===== src/rtl/vga_pattern_gen_if.sv =====
// Pattern-select inputs and VGA output bus of the pattern generator.
// The generator takes the slave side; whoever drives MODE/SOLID_RGB and watches the video takes the master side.
interface vga_pattern_gen_if #(
  parameter int COLOR_W = 10
);
  logic [1:0]           MODE;
  logic [3*COLOR_W-1:0] SOLID_RGB;
  logic [COLOR_W-1:0]   VGA_R;
  logic [COLOR_W-1:0]   VGA_G;
  logic [COLOR_W-1:0]   VGA_B;
  logic                 VGA_CLK;
  logic                 VGA_BLANK;
  logic                 VGA_HS;
  logic                 VGA_VS;
  logic                 FRAME_START;

  modport master (
    output MODE, SOLID_RGB,
    input  VGA_R, VGA_G, VGA_B, VGA_CLK, VGA_BLANK, VGA_HS, VGA_VS, FRAME_START
  );

  modport slave (
    input  MODE, SOLID_RGB,
    output VGA_R, VGA_G, VGA_B, VGA_CLK, VGA_BLANK, VGA_HS, VGA_VS, FRAME_START
  );
endinterface


===== src/rtl/vga_pattern_gen.sv =====
// VGA timing generator with four test patterns (quadrant, bars, grey ramp, solid) and registered outputs.
// Optional macro VGA_PATTERN_SCROLL_EN adds an 8-bit frame counter that scrolls modes 0-2 one pixel per frame.
module vga_pattern_gen #(
  parameter int H_ACTIVE = 640,
  parameter int H_FRONT  = 21,
  parameter int H_SYNC   = 95,
  parameter int H_BACK   = 60,
  parameter int V_ACTIVE = 480,
  parameter int V_FRONT  = 13,
  parameter int V_SYNC   = 2,
  parameter int V_BACK   = 30,
  parameter int COLOR_W  = 10,
  parameter int SYNC_POL = 0
) (
  input  logic             CLOCK_50,
  input  logic             RESET_N,
  vga_pattern_gen_if.slave vga
);

  localparam int H_TOTAL = H_ACTIVE + H_FRONT + H_SYNC + H_BACK;
  localparam int V_TOTAL = V_ACTIVE + V_FRONT + V_SYNC + V_BACK;
  localparam int HW      = $clog2(H_TOTAL);
  localparam int VW      = $clog2(V_TOTAL);
  localparam int BAR_W   = H_ACTIVE / 8;
  localparam int BW      = (BAR_W > 1) ? $clog2(BAR_W) : 1;

  localparam logic [HW-1:0] H_LAST   = HW'(H_TOTAL - 1);
  localparam logic [HW-1:0] H_ACT    = HW'(H_ACTIVE);
  localparam logic [HW-1:0] HS_FIRST = HW'(H_ACTIVE + H_FRONT);
  localparam logic [HW-1:0] HS_LAST  = HW'(H_ACTIVE + H_FRONT + H_SYNC - 1);
  localparam logic [VW-1:0] V_LAST   = VW'(V_TOTAL - 1);
  localparam logic [VW-1:0] V_ACT    = VW'(V_ACTIVE);
  localparam logic [VW-1:0] VS_FIRST = VW'(V_ACTIVE + V_FRONT);
  localparam logic [VW-1:0] VS_LAST  = VW'(V_ACTIVE + V_FRONT + V_SYNC - 1);
  localparam logic [BW-1:0] BAR_LAST = BW'(BAR_W - 1);
  localparam logic          SYNC_ON  = (SYNC_POL != 0);
  localparam logic          SYNC_OFF = ~SYNC_ON;
  localparam logic [COLOR_W-1:0] FULL = '1;

  logic [HW-1:0]        hCount_q, hCount_d;
  logic [VW-1:0]        vCount_q, vCount_d;
  logic [1:0]           mode_q, mode_d;
  logic [3*COLOR_W-1:0] solid_q, solid_d;
  logic [BW-1:0]        barCnt_q, barCnt_d, barStartCnt;
  logic [2:0]           barIdx_q, barIdx_d, barStartIdx;
  logic [COLOR_W-1:0]   red_q, red_d, green_q, green_d, blue_q, blue_d;
  logic                 blank_q, blank_d, hs_q, hs_d, vs_q, vs_d;
  logic                 frameStart_q, frameStart_d;
  logic                 hEnd, vEnd, frameOrigin, active, xBit6, yBit6;
  logic [HW-1:0]        xPos;

  always_comb begin
    hEnd        = (hCount_q == H_LAST);
    vEnd        = (vCount_q == V_LAST);
    frameOrigin = (hCount_q == '0) && (vCount_q == '0);
    hCount_d    = hEnd ? '0 : hCount_q + HW'(1);
    vCount_d    = vCount_q;
    if (hEnd) begin
      vCount_d = vEnd ? '0 : vCount_q + VW'(1);
    end
  end

`ifdef VGA_PATTERN_SCROLL_EN
  // The bar counter preload follows the scroll offset so bars need no divider even when shifted.
  logic [7:0]    frame_q, frame_d;
  logic [BW-1:0] lineCnt_q, lineCnt_d;
  logic [2:0]    lineIdx_q, lineIdx_d;

  always_comb begin
    frame_d   = frame_q;
    lineCnt_d = lineCnt_q;
    lineIdx_d = lineIdx_q;
    if (hEnd && vEnd) begin
      frame_d = frame_q + 8'd1;
      if (frame_q == 8'hFF) begin
        lineCnt_d = '0;
        lineIdx_d = '0;
      end else if (lineCnt_q == BAR_LAST) begin
        lineCnt_d = '0;
        lineIdx_d = lineIdx_q + 3'd1;
      end else begin
        lineCnt_d = lineCnt_q + BW'(1);
      end
    end
  end

  always_ff @(posedge CLOCK_50 or negedge RESET_N) begin
    if (!RESET_N) begin
      frame_q   <= '0;
      lineCnt_q <= '0;
      lineIdx_q <= '0;
    end else begin
      frame_q   <= frame_d;
      lineCnt_q <= lineCnt_d;
      lineIdx_q <= lineIdx_d;
    end
  end

  assign xPos        = hCount_q + HW'(frame_q);
  assign barStartCnt = lineCnt_d;
  assign barStartIdx = lineIdx_d;
`else
  assign xPos        = hCount_q;
  assign barStartCnt = '0;
  assign barStartIdx = '0;
`endif

  always_comb begin
    if (hEnd) begin
      barCnt_d = barStartCnt;
      barIdx_d = barStartIdx;
    end else if (barCnt_q == BAR_LAST) begin
      barCnt_d = '0;
      barIdx_d = barIdx_q + 3'd1;
    end else begin
      barCnt_d = barCnt_q + BW'(1);
      barIdx_d = barIdx_q;
    end
  end

  // The value taken at (0,0) already applies to pixel (0,0), so a whole frame shares one mode.
  always_comb begin
    mode_d  = frameOrigin ? vga.MODE : mode_q;
    solid_d = frameOrigin ? vga.SOLID_RGB : solid_q;
  end

  always_comb begin
    active  = (hCount_q < H_ACT) && (vCount_q < V_ACT);
    xBit6   = ((xPos & HW'(64)) != '0);
    yBit6   = ((vCount_q & VW'(64)) != '0);
    red_d   = '0;
    green_d = '0;
    blue_d  = '0;
    if (active) begin
      case (mode_d)
        2'd0: begin
          case ({xBit6, yBit6})
            2'b00:   blue_d  = COLOR_W'({6'(vCount_q), COLOR_W'(0)} >> 6);
            2'b01:   red_d   = FULL;
            2'b10:   green_d = FULL;
            default: begin
              red_d   = FULL;
              green_d = FULL;
              blue_d  = FULL;
            end
          endcase
        end
        2'd1: begin
          red_d   = {COLOR_W{barIdx_q[2]}};
          green_d = {COLOR_W{barIdx_q[1]}};
          blue_d  = {COLOR_W{barIdx_q[0]}};
        end
        2'd2: begin
          red_d   = COLOR_W'(xPos);
          green_d = COLOR_W'(xPos);
          blue_d  = COLOR_W'(xPos);
        end
        default: begin
          red_d   = solid_d[3*COLOR_W-1:2*COLOR_W];
          green_d = solid_d[2*COLOR_W-1:COLOR_W];
          blue_d  = solid_d[COLOR_W-1:0];
        end
      endcase
    end
    blank_d      = active;
    hs_d         = (hCount_q >= HS_FIRST && hCount_q <= HS_LAST) ? SYNC_ON : SYNC_OFF;
    vs_d         = (vCount_q >= VS_FIRST && vCount_q <= VS_LAST) ? SYNC_ON : SYNC_OFF;
    frameStart_d = frameOrigin;
  end

  always_ff @(posedge CLOCK_50 or negedge RESET_N) begin
    if (!RESET_N) begin
      hCount_q     <= '0;
      vCount_q     <= '0;
      mode_q       <= '0;
      solid_q      <= '0;
      barCnt_q     <= '0;
      barIdx_q     <= '0;
      red_q        <= '0;
      green_q      <= '0;
      blue_q       <= '0;
      blank_q      <= 1'b0;
      hs_q         <= SYNC_OFF;
      vs_q         <= SYNC_OFF;
      frameStart_q <= 1'b0;
    end else begin
      hCount_q     <= hCount_d;
      vCount_q     <= vCount_d;
      mode_q       <= mode_d;
      solid_q      <= solid_d;
      barCnt_q     <= barCnt_d;
      barIdx_q     <= barIdx_d;
      red_q        <= red_d;
      green_q      <= green_d;
      blue_q       <= blue_d;
      blank_q      <= blank_d;
      hs_q         <= hs_d;
      vs_q         <= vs_d;
      frameStart_q <= frameStart_d;
    end
  end

  assign vga.VGA_R       = red_q;
  assign vga.VGA_G       = green_q;
  assign vga.VGA_B       = blue_q;
  assign vga.VGA_BLANK   = blank_q;
  assign vga.VGA_HS      = hs_q;
  assign vga.VGA_VS      = vs_q;
  assign vga.FRAME_START = frameStart_q;
  assign vga.VGA_CLK     = CLOCK_50;

endmodule


===== src/flat_wrapper.sv =====
// flat-port wrapper written by rule: the top's interface ports become plain ports
module vga_pattern_gen_flat 
#(
  parameter int H_ACTIVE = 640,
  parameter int H_FRONT  = 21,
  parameter int H_SYNC   = 95,
  parameter int H_BACK   = 60,
  parameter int V_ACTIVE = 480,
  parameter int V_FRONT  = 13,
  parameter int V_SYNC   = 2,
  parameter int V_BACK   = 30,
  parameter int COLOR_W  = 10,
  parameter int SYNC_POL = 0
)
  (CLOCK_50, RESET_N, vga_MODE, vga_SOLID_RGB, vga_VGA_R, vga_VGA_G, vga_VGA_B, vga_VGA_CLK, vga_VGA_BLANK, vga_VGA_HS, vga_VGA_VS, vga_FRAME_START);
  vga_pattern_gen_if #(.COLOR_W(COLOR_W)) vga_i ();
  input  logic CLOCK_50;
  input  logic RESET_N;
  input wire logic [$bits(vga_i.MODE)-1:0] vga_MODE;
  input wire logic [$bits(vga_i.SOLID_RGB)-1:0] vga_SOLID_RGB;
  output wire logic [$bits(vga_i.VGA_R)-1:0] vga_VGA_R;
  output wire logic [$bits(vga_i.VGA_G)-1:0] vga_VGA_G;
  output wire logic [$bits(vga_i.VGA_B)-1:0] vga_VGA_B;
  output wire logic [$bits(vga_i.VGA_CLK)-1:0] vga_VGA_CLK;
  output wire logic [$bits(vga_i.VGA_BLANK)-1:0] vga_VGA_BLANK;
  output wire logic [$bits(vga_i.VGA_HS)-1:0] vga_VGA_HS;
  output wire logic [$bits(vga_i.VGA_VS)-1:0] vga_VGA_VS;
  output wire logic [$bits(vga_i.FRAME_START)-1:0] vga_FRAME_START;
  assign vga_i.MODE = vga_MODE;
  assign vga_i.SOLID_RGB = vga_SOLID_RGB;
  assign vga_VGA_R = vga_i.VGA_R;
  assign vga_VGA_G = vga_i.VGA_G;
  assign vga_VGA_B = vga_i.VGA_B;
  assign vga_VGA_CLK = vga_i.VGA_CLK;
  assign vga_VGA_BLANK = vga_i.VGA_BLANK;
  assign vga_VGA_HS = vga_i.VGA_HS;
  assign vga_VGA_VS = vga_i.VGA_VS;
  assign vga_FRAME_START = vga_i.FRAME_START;
  vga_pattern_gen #(.H_ACTIVE(H_ACTIVE), .H_FRONT(H_FRONT), .H_SYNC(H_SYNC), .H_BACK(H_BACK), .V_ACTIVE(V_ACTIVE), .V_FRONT(V_FRONT), .V_SYNC(V_SYNC), .V_BACK(V_BACK), .COLOR_W(COLOR_W), .SYNC_POL(SYNC_POL)) u_core (.CLOCK_50(CLOCK_50), .RESET_N(RESET_N), .vga(vga_i));
endmodule

===== config.mk =====
export PLATFORM = sky130hd
export DESIGN_NAME = vga_pattern_gen_flat
export DESIGN_NICKNAME = d
export VERILOG_FILES = /design/src/rtl/vga_pattern_gen_if.sv /design/src/rtl/vga_pattern_gen.sv /design/src/flat_wrapper.sv
export SDC_FILE = /design/constraint.sdc
export NUM_CORES = 1
export LEC_CHECK = 0
export ABC_AREA = 1
export CAP_MARGIN = 5
export CORE_MARGIN = 4
export CORE_UTILIZATION = 49
export CTS_BUF_LIST = sky130_fd_sc_hd__clkbuf_16
export DETAILED_ROUTE_END_ITERATION = 10
export GPL_TIMING_DRIVEN = 0
export HOLD_SLACK_MARGIN = 0.1
export PLACE_DENSITY = 0.82
export REMOVE_ABC_BUFFERS = 1
export SYNTH_ARGS = -nofsm -noshare
export SYNTH_HDL_FRONTEND = slang
export SYNTH_SLANG_ARGS = --single-unit

===== constraint.sdc =====
create_clock -name CLOCK_50 -period 1.76 [get_ports CLOCK_50]
set_input_delay 0.352 -clock CLOCK_50 [delete_from_list [all_inputs] [get_ports CLOCK_50]]
set_output_delay 0.352 -clock CLOCK_50 [all_outputs]
set_load 0.05 [all_outputs]

==> results of run 1 <==
## power breakdown
part / internal [mW] / leakage [nW] / switching (mW) / total [mW]
registers: 2.28 / 1.18 / 0.0306 / 2.31
clock network: 1.42 / 0.187 / 1.11 / 2.53
logic: 0.240 / 2.41 / 0.476 / 0.715
## Yosys cell counts, drive strengths merged
| library cell | instances |
|---|---|
| xor2 | 4 |
| nand4 | 7 |
| or2 | 2 |
| and3 | 1 |
| inv | 113 |
| clkbuf | 7 |
| a31oi | 1 |
| ha | 14 |
| nand3 | 33 |
| dfstp | 2 |
| xnor2 | 1 |
| nand2 | 133 |
| nor3b | 1 |
| o311ai | 1 |
| a21oi | 26 |
| o21ai | 46 |
| nor2 | 88 |
| nor3 | 13 |
| nand3b | 1 |
| a211oi | 3 |
| dfrtp | 94 |
| nor4 | 1 |
| buf | 12 |
## per-stage QoR
step                utilization [%]  TNS [ps]  worst slack, ps  hold slack, ps
floorplan                         -    -50970            -1190            56.4
global placement               58.9   -392140            -3050             444
detailed placement             59.7    -82340            -1500             324
CTS                            72.6     -6810             -222             383
global route                   78.2    -19510             -569             448
finish                         78.2    -16450             -537             404
## how the worst max path moves through the flow
stage | start | to | slack (ps) | cells after the start
floorplan | u_core.vCount_q[0] | u_core.vga.VGA_B[0] | -1190 | 13
global placement | RESET_N | u_core.barCnt_q[1] | -3050 | 1
detailed placement | u_core.vCount_q[0] | u_core.vga.VGA_B[3] | -1500 | 13
CTS | u_core.vCount_q[1] | u_core.vga.VGA_G[1] | -220 | 15
global route | u_core.vCount_q[9] | u_core.vga.VGA_R[0] | -570 | 12
finish | u_core.hCount_q[0] | u_core.vga.VGA_R[0] | -540 | 15
## timing repair
| action | CTS | global route |
|---|---|---|
| gates resized for setup | 153 | 120 |
| hold endpoints to repair | 30 | 0 |
| setup endpoints to repair | 114 | 77 |
| cloned | 13 | 1 |
| setup buffers | 36 | 16 |
| hold buffers | 1 | 0 |
| pin swaps | 47 | 37 |
## placed cells by master, fill, tap and decap left out, types with 3 or more instances in the layout
| cell type | synthesis | routed |
|---|---|---|
| o21ai_0 | 29 | 16 |
| inv_2 | 3 | 8 |
| nand3_1 | 28 | 20 |
| inv_1 | 110 | 99 |
| buf_4 | 2 | 38 |
| dlygate4sd2_1 | 0 | 32 |
| xor2_1 | 4 | 4 |
| nand3_2 | 5 | 6 |
| clkdlybuf4s50_1 | 0 | 32 |
| nor3_2 | 0 | 3 |
| nand2_4 | 0 | 14 |
| ha_1 | 14 | 11 |
| dfrtp_1 | 94 | 88 |
| nor2_2 | 5 | 16 |
| o21ai_2 | 0 | 20 |
| nor2_4 | 0 | 11 |
| nor3_1 | 13 | 9 |
| o21ai_4 | 0 | 8 |
| a21oi_2 | 0 | 3 |
| buf_6 | 3 | 10 |
| inv_4 | 0 | 5 |
| nand2_1 | 130 | 89 |
| dfrtp_2 | 0 | 6 |
| nor2_1 | 83 | 61 |
| buf_12 | 0 | 5 |
| nand2_8 | 0 | 7 |
| a21oi_4 | 4 | 7 |
| a211oi_1 | 3 | 3 |
| nand4_1 | 7 | 7 |
| nand3_4 | 0 | 13 |
| clkinvlp_4 | 0 | 3 |
| clkbuf_16 | 0 | 12 |
| nand2_2 | 3 | 29 |
| a21oi_1 | 22 | 16 |
## layer usage
metal,global-route usage (%),vias to the layer above,wire (um)
li1,-,2149,-
met1,34.0,2593,6840
met4,16.5,0,2380
met5,0,-,0
met2,50.9,616,9800
met3,7.95,263,2690
## registers in the layout (all words and copies together) (netlist names)
| signal | flops |
|---|---|
| u_core.vga.VGA_R | 10 |
| u_core.vga.VGA_B | 10 |
| u_core.mode_q | 2 |
| u_core.barIdx_q | 3 |
| u_core.vga.VGA_HS | 1 |
| u_core.barCnt_q | 7 |
| u_core.hCount_q | 10 |
| u_core.vCount_q | 10 |
| u_core.vga.VGA_G | 10 |
| u_core.vga.VGA_BLANK | 1 |
| u_core.vga.FRAME_START | 1 |
| u_core.vga.VGA_VS | 1 |
| u_core.solid_q | 30 |
## kinds of logic after synthesis
family | share of synthesized area, %
simple gates | 24.8
buf+inv | 11.2
flops | 50.2
compound gates | 9.25
fa+ha+maj | 3.66
xor+xnor | 0.914
## area by class of cell
type / count / area, um^2
Fill cell: 489 / 2040
Inverter: 113 / 453
Tap cell: 129 / 161
Clock buffer: 13 / 305
Timing Repair Buffer: 124 / 1190
Multi-Input combinational cell: 388 / 2730
Clock inverter: 7 / 77.6
Sequential cell: 96 / 2410
==> out/results.txt, run 1 <==
Non-Filler Instances: 870
leak pwr: 3.78 nW
final setup violation count: 74
post-synthesis sequential area ratio: 50.2%
max-slew violations: 0
CP peak stage delay: 430 ps
Final Cell Area: 7330 um^2
Worst Path Buf+Inv: 5
clock skew: 10.3 ps
R2R cell count: 15
crit path DAT: 2670 ps
Max Cap Viol: 0
placed insts: 786
gr usage total: 29.9%
R2R Path End: u_core.vga.VGA_R[0]
unrepaired setup endpoints after global routing: true
Nets: 784
failing checks: negative setup slack
largest area contributor in the netlist: dfrtp_1
flop2flop setup slack: -540 ps
first-pass GRT wire length: 26.5 mm
vias per inst: 6.46
share of cells above drive strength 1: 32.8%
Placement Cell Area: 5590 um^2
post-synth top area share: 49.1%
initial drt markers: 922
Crit. End Element: flip-flop
critical path class: flip-flop to flip-flop
TritonRoute pass-1 iters: 6
num rows: 35
family with the most delay on the worst path: simple AND/OR/NAND/NOR gates
VDD IR max: 0.948 mV
CTS tree: built
post-route ant nets: 0
Synth cell types: 32
grt ovf: 0
Worst Path Max Fanout: 8
CP required: 2140 ps
full die area: 11,400 um^2
Cells after Synth: 604
Syn Area/Cell: 7.93 um^2
outcome: complete, but fails checks
Die Wd: 107 um
maximum number of pins on one net before global-route repair: 66
Synth warnings: 0
dpl hpwl: 7.61 mm
worst skew pair latency: 470 ps
Clk pin slew, worst setup/hold paths: 80 ps
GP Congestion: 0.953
routed vias: 5,621
port buffer count: 68
Core Box Area: 9370 um^2
Detailed Route WL: 21.7 mm
Netlist Area Pre-Place: 4790 um^2
Die Y: 107 um
DR WL/cell: 25.0 um
Final period util: 131%
slack of the critical path: -537 ps
Area contributors post-synth: dfrtp_1, nand2_1, inv_1
Layout area overhead: 53.1%
Fin. Hold Viols: 0
vias in the first global route: 5,099
min-delay worst type: input port to asynchronous set/reset pin
Peak Freq: 0.435 GHz
initial core utilization: 51.1%
Synth Register Bits: 96
worst-path cell chain: inv_2 > ha_4 > inv_2 > nor2_4 > nand3_2 > nor2_4 > nand3b_1 > buf_6 > nand2_8 > nor2_4 > buf_6 > buf_6 > nand2_1 > nand2_1 > nor2_1
total design power: 5.55 mW
PwrDens: 758 nW/um^2
antenna fix cells: 0
initial antenna violation count: 0
Slew headroom: 61.4%
Worst Tran Pin Value: 575 ps
I/O pin count: 69
DRC Markers: 0
Tmin final: 2300 ps
Startpoint Class: flip-flop
Critical Path Slowest Stage Cell: dfrtp_1
worst r2r src: u_core.hCount_q[0]
Note: power is estimated with default switching activity, not from simulation.
==> run 2: changes to the inputs <==
- CORE_ASPECT_RATIO: not set -> 1.4
- PLACE_DENSITY: 0.82 -> 0.76
==> out/results.txt, run 2 (synthesis gave the netlist of run 1 again) <==
outcome: complete, but fails checks
failing checks: negative setup slack
CP peak stage delay: 440 ps (about the same)
Max Cap Viol: 0 (unchanged)
Clk pin slew, worst setup/hold paths: 60 ps (-20 ps)
area of the multi-input gates: 2640 um^2 (-3.3%)
Biggest register: u_core.solid_q
DRC Markers: 0 (unchanged)
Most Used Layer, Global Route: met2
PwrDens: 751 nW/um^2 (-0.82%)
Nets: 780 (-0.51%)
Seq pwr share: 42.3% (+0.7 points)
Fin. Hold Viols: 0 (unchanged)
dpl hpwl: 7.37 mm (-3.2%)
share of cells above drive strength 1: 30.5% (-2.3 points)
fill cell count: 560 (+15%)
Peak Freq: 0.465 GHz (+6.9%)
Internal Pwr Total: 4.05 mW (+2.6%)
FF+latch area: 2410 um^2 (-0.16%)
num rows: 42 (+20%)
CTS tree: built
DR WL/cell: 18.7 um (-25%)
commonest non-fill, non-tap cell in the layout: inv_1
initial antenna violation count: 0 (unchanged)
Layout area overhead: 51.2%
Worst Path Max Fanout: 5 (-3)
max FFs per register: 30 (unchanged)
worst skew pair latency: 460 ps (about the same)
Core Box Area: 9510 um^2 (+1.5%)
critical path class: flip-flop to flip-flop
VDD IR max: 0.833 mV (-12%)
Slew headroom: 59.2% (-2.2 points)
Comb power frac: 11.8% (-1.1 points)
Critical Path Slowest Stage Cell: dfrtp_1
grt ovf: 0 (unchanged)
crit path DAT: 2530 ps (-140 ps)
Crit. End Element: flip-flop
unrepaired setup endpoints after global routing: true
antenna fix cells: 0 (unchanged)
met1 Usage GRT: 28.8% (-5.2 points)
vias per inst: 5.58 (-14%)
full die area: 11,400 um^2 (+0.20%)
maximum number of pins on one net before global-route repair: 53 (-20%)
Final period util: 122% (-8.4 points)
clock power share: 45.8% (+0.3 points)
port buffer count: 68 (unchanged)
Non-Filler Instances: 869 (-0.11%)
R2R cell count: 10 (-5)
gr usage total: 26.7% (-3.2 points)
Tmin final: 2150 ps (-147 ps)
hold_ws: 443 ps (+38.6 ps)
Startpoint Class: flip-flop
routed vias: 4,848 (-14%)
switching share of total power: 25.7% (-3.4 points)
Worst Tran Pin Value: 612 ps (+36.8 ps)
worst-path cell chain: nor2_2 > nand3_1 > nor2_4 > nand3b_1 > buf_6 > nand2_8 > nand3_2 > nand2_8 > nor2_2 > nor2_1
TritonRoute pass-1 iters: 7 (+1)
initial core utilization: 50.4% (-0.75 points)
slack of the critical path: -390 ps (+147 ps)
vias in the first global route: 4,803 (-5.8%)
max-slew violations: 0 (unchanged)
switching power: 1.40 mW (-13%)
placed insts: 789 (+0.38%)
I/O pin count: 69 (unchanged)
GP Congestion: 0.892 (-6.5%)
post-route ant nets: 0 (unchanged)
Die Wd: 91.6 um (-14%)
min-delay worst type: input port to asynchronous set/reset pin
Detailed Route WL: 16.2 mm (-25%)
commonest non-fill, non-tap cells in the layout: inv_1, nand2_1, dfrtp_1
CP required: 2140 ps (about the same)
clock skew: 9.91 ps (-0.415 ps)
global-route met2 utilization: 46.4% (-4.5 points)
first-pass GRT wire length: 23.9 mm (-9.9%)
leak pwr: 3.82 nW (+0.96%)
Die Y: 125 um (+17%)
final setup violation count: 62 (-16%)
met3 usage: 6.25% (-1.7 points)
initial drt markers: 474 (-49%)
run 2: worst max-delay path, delay by kind of cell (launching register included):
kind | cells | cell delay (ps)
buffers and inverters | 1 | 160
and+or+nand+nor | 9 | 1470
DFF | 1 | 440
run 2: final timing paths:
path	slack, ps	from	end
worst max-delay path	-390	u_core.hCount_q[8]	u_core.vga.VGA_R[1]
worst min-delay path	440	RESET_N	u_core.vga.VGA_R[4]
worst max register to register	-390	u_core.hCount_q[8]	u_core.vga.VGA_R[1]
worst min register to register	470	u_core.barCnt_q[0]	u_core.barCnt_q[0]
max in group asynchronous	640	RESET_N	u_core.hCount_q[6]
min in group CLOCK_50	470	u_core.barCnt_q[0]	u_core.barCnt_q[0]
run 2: power groups by stage:
stage | clock network [mW] | logic, mW | registers, mW
after floorplan | 0 | 0.146 | 2.48
after global placement | 0.131 | 0.512 | 2.34
after detailed placement | 0.131 | 0.531 | 2.34
after CTS | 2.49 | 0.599 | 2.30
after global routing | 2.59 | 0.690 | 2.31
final | 2.49 | 0.645 | 2.30
run 2: area by class of cell:
| cell class | count | area share (%) |
|---|---|---|
| inverter | 113 | 6.15 |
| tap | 132 | 2.28 |
| timing repair buffer | 121 | 16.6 |
| sequential | 96 | 33.3 |
| clock inverter | 7 | 1.12 |
| clock buffer | 13 | 4.22 |
| multi-input combinational | 387 | 36.4 |
run 2: metal layers:
metal / vias up / part of all wire [%]
li1: 2137 / -
met3: 99 / 7.1
met2: 292 / 51
met4: 0 / 6.1
met1: 2320 / 35
met5: - / 0
run 2: repair_timing:
action	CTS	global route
buffers inserted	33	19
hold endpoints to repair	42	0
endpoints found under the setup margin	114	72
hold buffers	1	0
cloned	12	0
gates resized for setup	157	93
pin swaps	24	28
run 2: per-stage QoR:
stage / power [mW] / area (um^2) / setup slack [ps] / utilization (%) / TNS, ps
2_1_floorplan: 2.63 / 4680 / -1190 / - / -50970
3_3_place_gp: 2.99 / 5530 / -3140 / 58.1 / -402420
4_1_cts: 5.39 / 6820 / -210 / 71.7 / -5440
3_5_place_dp: 3.01 / 5600 / -1510 / 58.8 / -83250
5_1_grt: 5.58 / 7240 / -496 / 76.1 / -17510
6_report: 5.44 / 7240 / -390 / 76.1 / -12970
==> run 3: changes to the inputs <==
- CORE_UTILIZATION: 49 -> 52
- PLACE_DENSITY: 0.76 -> 0.79
- clock period: 1.76 -> 2.5 ns (I/O delays scaled with it)
==> out/results.txt, run 3 (synthesis gave the netlist of run 1 again) <==
outcome: complete, no violations
DR WL/cell: 15.8 um (-16%)
worst skew pair latency: 450 ps (about the same)
routed vias: 4,230 (-13%)
CP required: 2000 ps (-140 ps)
CP dominant cell by count: clkbuf_16
first-pass GRT wire length: 19.1 mm (-20%)
Most Used Layer, Global Route: met2
DRC Markers: 0 (unchanged)
final setup violation count: 0 (-100%)
PwrDens: 620 nW/um^2 (-17%)
Clk pin slew, worst setup/hold paths: 60 ps (about the same)
worst r2r src: u_core.vCount_q[0]
Die Y: 122 um (-2.7%)
slack of the critical path: 93.8 ps (+484 ps)
Die Wd: 89.1 um (-2.7%)
flop2flop setup slack: 100 ps (+490 ps)
Placement Cell Area: 5580 um^2 (-0.34%)
critical path class: clock port to primary output
Fin. Hold Viols: 0 (unchanged)
I/O pin count: 69 (unchanged)
met3 usage: 4.33% (-1.9 points)
Nets: 727 (-6.8%)
Worst Path Max Fanout: 2 (-3)
share of cells above drive strength 1: 9.06% (-21 points)
commonest non-fill, non-tap cell in the layout: nand2_1
GP Congestion: 0.905 (+1.5%)
num rows: 41 (-2.4%)
vias in the first global route: 4,077 (-15%)
R2R cell count: 14 (+4)
port buffer count: 68 (unchanged)
Tmin final: 2410 ps
Critical Path Slowest Stage Cell: dlygate4sd2_1
worst-path cell chain: clkbuf_16 > clkbuf_16 > dlygate4sd2_1
Peak Freq: 0.417 GHz
max FFs per register: 30 (unchanged)
initial antenna violation count: 0 (unchanged)
Startpoint Class: clock port
full die area: 10,800 um^2 (-5.3%)
met1 Usage GRT: 26.3% (-2.5 points)
initial drt markers: 384 (-19%)
dpl ws: -834 ps (+672 ps)
R2R Path End: u_core.vga.VGA_R[0]
Max Cap Viol: 0 (unchanged)
Crit. Startpoint: CLOCK_50
Crit. End Element: primary output
hold_ws: 466 ps (+23.1 ps)
max-slew violations: 0 (unchanged)
Core Box Area: 9030 um^2 (-5.1%)
vias per inst: 5.35 (-4.1%)
crit path DAT: 1910 ps (-620 ps)
antenna fix cells: 0 (unchanged)
maximum number of pins on one net before global-route repair: 63 (+19%)
utilization after layout: 68.0% (-8.1 points)
clock skew: 8.30 ps (-1.62 ps)
commonest non-fill, non-tap cells in the layout: nand2_1, inv_1, dfrtp_1
Detailed Route WL: 12.5 mm (-23%)
post-route ant nets: 0 (unchanged)
dpl hpwl: 7.52 mm (+2.0%)
Biggest register: u_core.solid_q
unrepaired setup endpoints after global routing: true
Final period util: 96.2%
Final Cell Area: 6140 um^2 (-15%)
initial core utilization: 53.0% (+2.7 points)
grt ovf: 0 (unchanged)
gr usage total: 23.1% (-3.5 points)
TritonRoute pass-1 iters: 6 (-1)
min-delay worst type: flip-flop to flip-flop
leak pwr: 3.31 nW (-13%)
CTS tree: built
Setup crit end: vga_VGA_CLK
Layout area overhead: 28.2%
setup TNS: 0 ps (+12,970 ps)
Slew headroom: 55.5% (-3.8 points)
global-route met2 utilization: 40.9% (-5.5 points)
CP peak stage delay: 410 ps (-30 ps)
VDD IR max: 0.599 mV (-28%)
Worst Tran Pin Value: 664 ps (+52.7 ps)
run 3: changes by cell type in the layout (fill, tap and decap cells not counted), moves of 12 or more:
| cell | change |
|---|---|
| buf_4 | -28 |
| buf_6 | -12 |
| clkdlybuf4s50_1 | +34 |
| dlygate4sd2_1 | -31 |
| nand2_1 | +26 |
| nand2_2 | -19 |
| nor2_1 | +23 |
| nor2_2 | -13 |
| o21ai_0 | +14 |
| o21ai_1 | +16 |
| o21ai_2 | -26 |
run 3: metrics by stage:
stage          instances  total power, mW
2_1_floorplan        585             1.85
3_3_place_gp         760             2.10
3_5_place_dp         764             2.12
4_1_cts              789             3.82
5_1_grt              791             3.93
6_report             791             3.81
run 3: layout make-up:
class	count	area [um^2]
Fill cell	668	2890
Sequential cell	96	2400
Multi-Input combinational cell	380	2000
Timing Repair Buffer	75	778
Inverter	113	425
Clock buffer	13	309
Tap cell	107	134
Clock inverter	7	92.6
run 3: worst min-delay path by stage:
stage                             startpoint            endpoint  slack (ps)  cells after the start
after floorplan                      RESET_N  u_core.barCnt_q[0]         200                      0
after global placement    u_core.barCnt_q[0]  u_core.barCnt_q[0]         450                      1
after detailed placement  u_core.barCnt_q[0]  u_core.barCnt_q[0]         460                      1
after CTS                 u_core.barCnt_q[0]  u_core.barCnt_q[0]         470                      1
after global routing      u_core.barCnt_q[0]  u_core.barCnt_q[0]         500                      1
final                     u_core.barCnt_q[0]  u_core.barCnt_q[0]         470                      1
run 3: routing by layer:
metal / vias up / share of wire (%)
li1: 2011 / -
met1: 1979 / 38
met2: 192 / 53
met3: 48 / 5.1
met4: 0 / 3.5
met5: - / 0
run 3: what timing repair did:
action / in CTS / in global routing
cloned: 2 / 2
hold buffers: 1 / 0
buffers inserted: 3 / 0
pin swaps: 2 / 3
endpoints found under the setup margin: 62 / 31
gates resized for setup: 10 / 12
endpoints found under the hold margin: 33 / 0
run 3: where the power goes:
part	internal (mW)	switching (mW)	leakage, nW
logic	0.148	0.248	1.92
clock network	1.10	0.696	0.194
registers	1.61	0.0166	1.19
total	2.85	0.960	3.31
run 3: critical path, delay by kind of cell:
family / cells / cell delay [ps]
buf+inv: 3 / 650
